[src/rtl/uart_cmd_decoder_if.sv]
// Connects UART_RX bytes to the decoder, and carries the decoder's game control
// outputs to Pong_Top.
interface uart_cmd_decoder_if;
  logic       rx_dv_i;
  logic [7:0] rx_byte_i;
  logic       game_start_o;
  logic       p1_up_o;
  logic       p1_down_o;
  logic       p2_up_o;
  logic       p2_down_o;
  logic [1:0] mode_o;
  logic [7:0] bad_cmd_cnt_o;

  modport master (
    output rx_dv_i, rx_byte_i,
    input  game_start_o, p1_up_o, p1_down_o, p2_up_o, p2_down_o, mode_o, bad_cmd_cnt_o
  );

  modport slave (
    input  rx_dv_i, rx_byte_i,
    output game_start_o, p1_up_o, p1_down_o, p2_up_o, p2_down_o, mode_o, bad_cmd_cnt_o
  );
endinterface

[src/rtl/uart_cmd_decoder.sv]
// Turns ASCII keystrokes from UART_RX into a game-start pulse, held paddle levels
// and an IDLE/RUN/PAUSE mode, and counts bytes that are not commands.
module uart_cmd_decoder #(
  parameter int unsigned HOLD_CLKS = 2_500_000,
  parameter int unsigned HOLD_W    = 22
) (
  input  logic clk_i,
  input  logic rst_i,
  uart_cmd_decoder_if.slave bus
);

  typedef enum logic [1:0] {IDLE = 2'd0, RUN = 2'd1, PAUSE = 2'd2} mode_e;

  localparam logic [7:0] CMD_START = 8'h53;
  localparam logic [7:0] CMD_PAUSE = 8'h70;
  localparam logic [7:0] CMD_QUIT  = 8'h71;
  localparam logic [7:0] CMD_SPACE = 8'h20;
  localparam logic [7:0] CMD_P1_UP = 8'h77;
  localparam logic [7:0] CMD_P1_DN = 8'h73;
  localparam logic [7:0] CMD_P2_UP = 8'h6F;
  localparam logic [7:0] CMD_P2_DN = 8'h6C;

  localparam logic [HOLD_W-1:0] HOLD_LOAD = HOLD_W'(HOLD_CLKS);

  // Index of each paddle direction in the hold array; partners differ in bit 0.
  localparam int P1_UP = 0;
  localparam int P1_DN = 1;
  localparam int P2_UP = 2;
  localparam int P2_DN = 3;

  logic              rx_dv_q;
  logic [7:0]        rx_byte_q;
  mode_e             mode_q, mode_d;
  logic [HOLD_W-1:0] hold_q [4];
  logic [HOLD_W-1:0] hold_d [4];
  logic              start_q, start_d;
  logic [7:0]        bad_q, bad_d;
  logic [3:0]        pad_q, pad_d;

  always_ff @(posedge clk_i or posedge rst_i) begin
    if (rst_i) begin
      rx_dv_q   <= 1'b0;
      rx_byte_q <= '0;
      mode_q    <= IDLE;
      start_q   <= 1'b0;
      bad_q     <= '0;
      pad_q     <= '0;
      // NOTE: only four counters, so they are plain flops and are reset like any others.
      for (int i = 0; i < 4; i++) hold_q[i] <= '0;
    end else begin
      // NOTE: non-blocking so every register samples the values from before this edge.
      rx_dv_q   <= bus.rx_dv_i;
      rx_byte_q <= bus.rx_byte_i;
      mode_q    <= mode_d;
      start_q   <= start_d;
      bad_q     <= bad_d;
      pad_q     <= pad_d;
      for (int i = 0; i < 4; i++) hold_q[i] <= hold_d[i];
    end
  end

  always_comb begin
    // NOTE: defaults first, so no path through the case leaves a signal unassigned (no latch).
    mode_d  = mode_q;
    start_d = 1'b0;
    bad_d   = bad_q;
    for (int i = 0; i < 4; i++) hold_d[i] = (hold_q[i] != '0) ? hold_q[i] - HOLD_W'(1) : '0;

    if (rx_dv_q) begin
      unique case (rx_byte_q)
        CMD_START: begin
          if (mode_q != RUN) begin
            mode_d  = RUN;
            start_d = 1'b1;
          end
        end
        CMD_PAUSE: begin
          if (mode_q == RUN) begin
            mode_d = PAUSE;
            for (int i = 0; i < 4; i++) hold_d[i] = '0;
          end else if (mode_q == PAUSE) begin
            mode_d = RUN;
          end
        end
        CMD_QUIT: begin
          if (mode_q != IDLE) begin
            mode_d = IDLE;
            for (int i = 0; i < 4; i++) hold_d[i] = '0;
          end
        end
        CMD_SPACE: begin
          if (mode_q == RUN) begin
            for (int i = 0; i < 4; i++) hold_d[i] = '0;
          end
        end
        CMD_P1_UP, CMD_P1_DN, CMD_P2_UP, CMD_P2_DN: begin
          if (mode_q == RUN) begin
            // Loading one direction kills its partner, so the latest key always wins.
            unique case (rx_byte_q)
              CMD_P1_UP: begin hold_d[P1_UP] = HOLD_LOAD; hold_d[P1_DN] = '0; end
              CMD_P1_DN: begin hold_d[P1_DN] = HOLD_LOAD; hold_d[P1_UP] = '0; end
              CMD_P2_UP: begin hold_d[P2_UP] = HOLD_LOAD; hold_d[P2_DN] = '0; end
              default:   begin hold_d[P2_DN] = HOLD_LOAD; hold_d[P2_UP] = '0; end
            endcase
          end
        end
        default: begin
          if (bad_q != 8'hFF) bad_d = bad_q + 8'd1;
        end
      endcase
    end

    for (int i = 0; i < 4; i++) pad_d[i] = (hold_d[i] != '0) && (mode_d == RUN);
  end

  assign bus.game_start_o  = start_q;
  assign bus.p1_up_o       = pad_q[P1_UP];
  assign bus.p1_down_o     = pad_q[P1_DN];
  assign bus.p2_up_o       = pad_q[P2_UP];
  assign bus.p2_down_o     = pad_q[P2_DN];
  assign bus.mode_o        = mode_q;
  assign bus.bad_cmd_cnt_o = bad_q;

endmodule

[src/flat_wrapper.sv]
// flat-port wrapper written by rule: the top's interface ports become plain ports
module uart_cmd_decoder_flat 
#(
  parameter int unsigned HOLD_CLKS = 2_500_000,
  parameter int unsigned HOLD_W    = 22
)
  (clk_i, rst_i, bus_rx_dv_i, bus_rx_byte_i, bus_game_start_o, bus_p1_up_o, bus_p1_down_o, bus_p2_up_o, bus_p2_down_o, bus_mode_o, bus_bad_cmd_cnt_o);
  uart_cmd_decoder_if bus_i ();
  input  logic clk_i;
  input  logic rst_i;
  input wire logic [$bits(bus_i.rx_dv_i)-1:0] bus_rx_dv_i;
  input wire logic [$bits(bus_i.rx_byte_i)-1:0] bus_rx_byte_i;
  output wire logic [$bits(bus_i.game_start_o)-1:0] bus_game_start_o;
  output wire logic [$bits(bus_i.p1_up_o)-1:0] bus_p1_up_o;
  output wire logic [$bits(bus_i.p1_down_o)-1:0] bus_p1_down_o;
  output wire logic [$bits(bus_i.p2_up_o)-1:0] bus_p2_up_o;
  output wire logic [$bits(bus_i.p2_down_o)-1:0] bus_p2_down_o;
  output wire logic [$bits(bus_i.mode_o)-1:0] bus_mode_o;
  output wire logic [$bits(bus_i.bad_cmd_cnt_o)-1:0] bus_bad_cmd_cnt_o;
  assign bus_i.rx_dv_i = bus_rx_dv_i;
  assign bus_i.rx_byte_i = bus_rx_byte_i;
  assign bus_game_start_o = bus_i.game_start_o;
  assign bus_p1_up_o = bus_i.p1_up_o;
  assign bus_p1_down_o = bus_i.p1_down_o;
  assign bus_p2_up_o = bus_i.p2_up_o;
  assign bus_p2_down_o = bus_i.p2_down_o;
  assign bus_mode_o = bus_i.mode_o;
  assign bus_bad_cmd_cnt_o = bus_i.bad_cmd_cnt_o;
  uart_cmd_decoder #(.HOLD_CLKS(HOLD_CLKS), .HOLD_W(HOLD_W)) u_core (.clk_i(clk_i), .rst_i(rst_i), .bus(bus_i));
endmodule
[config.mk]
export PLATFORM = sky130hd
export DESIGN_NAME = uart_cmd_decoder_flat
export DESIGN_NICKNAME = d
export VERILOG_FILES = /design/src/rtl/uart_cmd_decoder_if.sv /design/src/rtl/uart_cmd_decoder.sv /design/src/flat_wrapper.sv
export SDC_FILE = /design/constraint.sdc
export NUM_CORES = 1
export LEC_CHECK = 0
export CAP_MARGIN = 5
export CORE_AREA = 4 4 101 103
export DETAILED_ROUTE_END_ITERATION = 6
export DIE_AREA = 0 0 105 107
export HOLD_SLACK_MARGIN = 0.08
export PLACE_DENSITY_LB_ADDON = 0.12
export SLEW_MARGIN = 20
export SYNTH_ARGS = -nofsm -noshare
export SYNTH_HDL_FRONTEND = slang
export SYNTH_SLANG_ARGS = --single-unit
[constraint.sdc]
create_clock -name clk_i -period 6.4 [get_ports clk_i]
set_input_delay 1.6 -clock clk_i [delete_from_list [all_inputs] [get_ports clk_i]]
set_output_delay 1.6 -clock clk_i [all_outputs]
set_load 0.05 [all_outputs]
==> results.txt <==
Die Footprint = 0.0112 mm^2
#FFs+latches synth = 112
I/O Buffers = 25
CP startpoint = u_core.bus.bad_cmd_cnt_o[0]
Die width = 105 um
H-tree Lvls = 3
Post-synth cell types = 66
Post-synth top flop = dfrtp_1
Avg Vias per Cell = 6.03
Post-layout min period = 3240 ps
Die height = 107 um
Fin. Hold Viols = 0
CTS Buffer Depth = 2
Hold Path Origin = u_core.hold_q[44]
CTS buffer count = 9
Part of the cycle the worst path needs = 0.507
Residual DRC = 0
Setup TNS = 0 ps
Vias in the first global route = 4590
Reg clk slew, reported paths = 100 ps
Post-synthesis compound-gate area fraction = 0.0950
Largest family of logic cells by synthesized area = simple AND/OR/NAND/NOR gates
NumNets Final = 679
Hold Crit Class = reg -> reg
GRT overflow = 0
WP data required = 4800 ps
P&R area growth vs syn = 8.14%
First DRT Iteration DRCs = 301
Mapped Cells = 642
VDD IR max = 0.241 mV
Arrival @ worst endpoint = 1640 ps
FP Rows = 35
Core Region = 0.00920 mm^2
PD cells = 433 mW/mm^2
Critical path's top delay family = buffers and inverters
CP max-delay cell = clkdlybuf4s50_1
Post-DP HPWL = 8730 um
Largest area contributor in the netlist = dfrtp_1
Sequential-to-total area share from yosys stat = 0.462
Initial antenna violation count = 0
DR vias = 4695
Simple-Gate Fraction of Synth Area = 0.289
Placer Congestion = 0.907
Setup crit end kind = output port
Ys Warns = 0
Post-CTS resize count = 0
Outcome = finished clean
Reg2reg start = u_core.hold_q[68]
Clock Sink Count = 112
IO Pins = 26
Syn nets = 658
Area contributors post-synth = dfrtp_1 46%, xnor2_1 7.8%, nor2_1 5.9%
Post-synthesis mux area share = 0.00350
Max FO, Critical Path = 4
ANT nets after route = 0
Pin count of the biggest net entering global routing = 64
Cts-stage hold buffer count = 0
Post-Syn Area per Cell = 9.45 um^2
First-pass GRT wire length = 21800 um
Max_cap viols = 0
Worst relative slew slack = 0.372
WP buf/inv = 1
Synth Area in Adders = 0.0103
XOR/XNOR Fraction of Synth Area = 0.118
Share of cells above drive strength 1 = 0.0615
Worst Skew = 12.4 ps
Final std cells w/o fill = 778
Count leader, synth = dfrtp_1
Slew of the pin with the lowest slew margin = 933 ps
Initial Util = 0.660
Async SR Flop Fraction = 1.00
Post-Syn Area = 0.00607 mm^2
WL per Instance = 15.5 um
Worst-case hold slack = 494 ps
Critical Path Start Type = flip-flop
Top-area cell type share of the netlist area = 0.462
Crit Path Class = reg -> out
Top post-synthesis cells by count = 112 x dfrtp_1, 96 x nor2_1, 54 x xnor2_1
Router iterations before antenna repair = 6
Inserted Diodes = 0
Worst path cell trace = clkdlybuf4s50_1
Worst-skew pair later-pin latency = 370 ps
Routed wire length = 12100 um
Number of post-CTS setup repair buffers = 0
All-Layer GR Usage = 0.234
Max-slew violations = 0
Worst path max stage delay = 830 ps
Unrepaired setup endpoints after global routing = false
CTS tree = built
Final setup viols = 0
Number of synthesized flops with an enable pin = 0
Leak = 2.63 nW
Cell total after placement = 763
Clk root buf = clkbuf_8
Fmax = 0.308 GHz
power by group:
group / leakage (nW) / total, mW / internal (mW) / switching, mW
clock: 0.0829 / 0.376 / 0.143 / 0.233
combinational: 1.16 / 1.11 / 0.496 / 0.612
sequential: 1.39 / 1.36 / 0.993 / 0.369
flip-flops by register name, summed over array words and instances (netlist names):
| signal | cells |
|---|---|
| u_core.hold_q | 88 |
| u_core.rx_byte_q | 8 |
| u_core.rx_dv_q | 1 |
| u_core.pad_q | 4 |
| u_core.bus.bad_cmd_cnt_o | 8 |
| u_core.bus.mode_o | 2 |
| u_core.bus.game_start_o | 1 |
through the flow:
step / power, mW / area [um^2] / util / setup slack [ps]
after floorplan: 2.18 / 6070 / - / 1840
after global placement: 2.41 / 6390 / 0.695 / 3150
after detailed placement: 2.47 / 6390 / 0.695 / 3110
after CTS: 2.85 / 6560 / 0.714 / 3140
after global routing: 3.08 / 6560 / 0.714 / 3070
final: 2.84 / 6560 / 0.714 / 3160
kinds of logic after synthesis:
kind of cell	count (synthesis)
AND/OR/NAND/NOR	324
flip-flops	112
AO/OA/AOI/OAI	86
XOR/XNOR	82
buffers and inverters	31
adder cells (fa/ha/maj)	5
multiplexers	2
metal layers:
metal  wire length [um]  vias to the layer above  track usage
met3                450                        8       0.0476
li1                   -                     2316            -
met4                 99                        0       0.0412
met1               5530                     2280        0.315
met5                  0                        -            0
met2               6000                       91        0.399
final timing paths:
path,endpoint,slack (ps),cells past startpoint
setup reg to reg,u_core.pad_q[0],3360,7
setup / recovery,bus_bad_cmd_cnt_o[0],3160,1
hold reg to reg,u_core.hold_q[44],490,1
hold / removal,u_core.hold_q[44],490,1
min in group asynchronous,u_core.hold_q[25],1710,2
max in group asynchronous,u_core.pad_q[0],3600,3
cell usage in the layout, fill, tap and decap left out, types with 6 or more instances in the layout:
cell,n
dfrtp_1,112
nor2_1,96
xnor2_1,54
nand2_1,44
nor3_1,44
xor2_1,28
o21ai_0,27
clkdlybuf4s50_1,25
a21oi_1,21
or3_1,20
nand3_1,19
nor4_1,15
inv_1,14
nand2b_1,11
nand4_1,10
clkbuf_8,9
nor2b_1,8
a31oi_1,7
nand4b_1,6
or4_1,6
nand3b_1,6
cell type report:
class	instances	area, um^2
clock buffer	10	128
clock inverter	5	42.5
fill	701	2630
inverter	15	58.8
multi-input combinational	499	3140
sequential	112	2800
tap	111	139
timing repair buffer	26	258
Power figures use the tool's default switching activity.
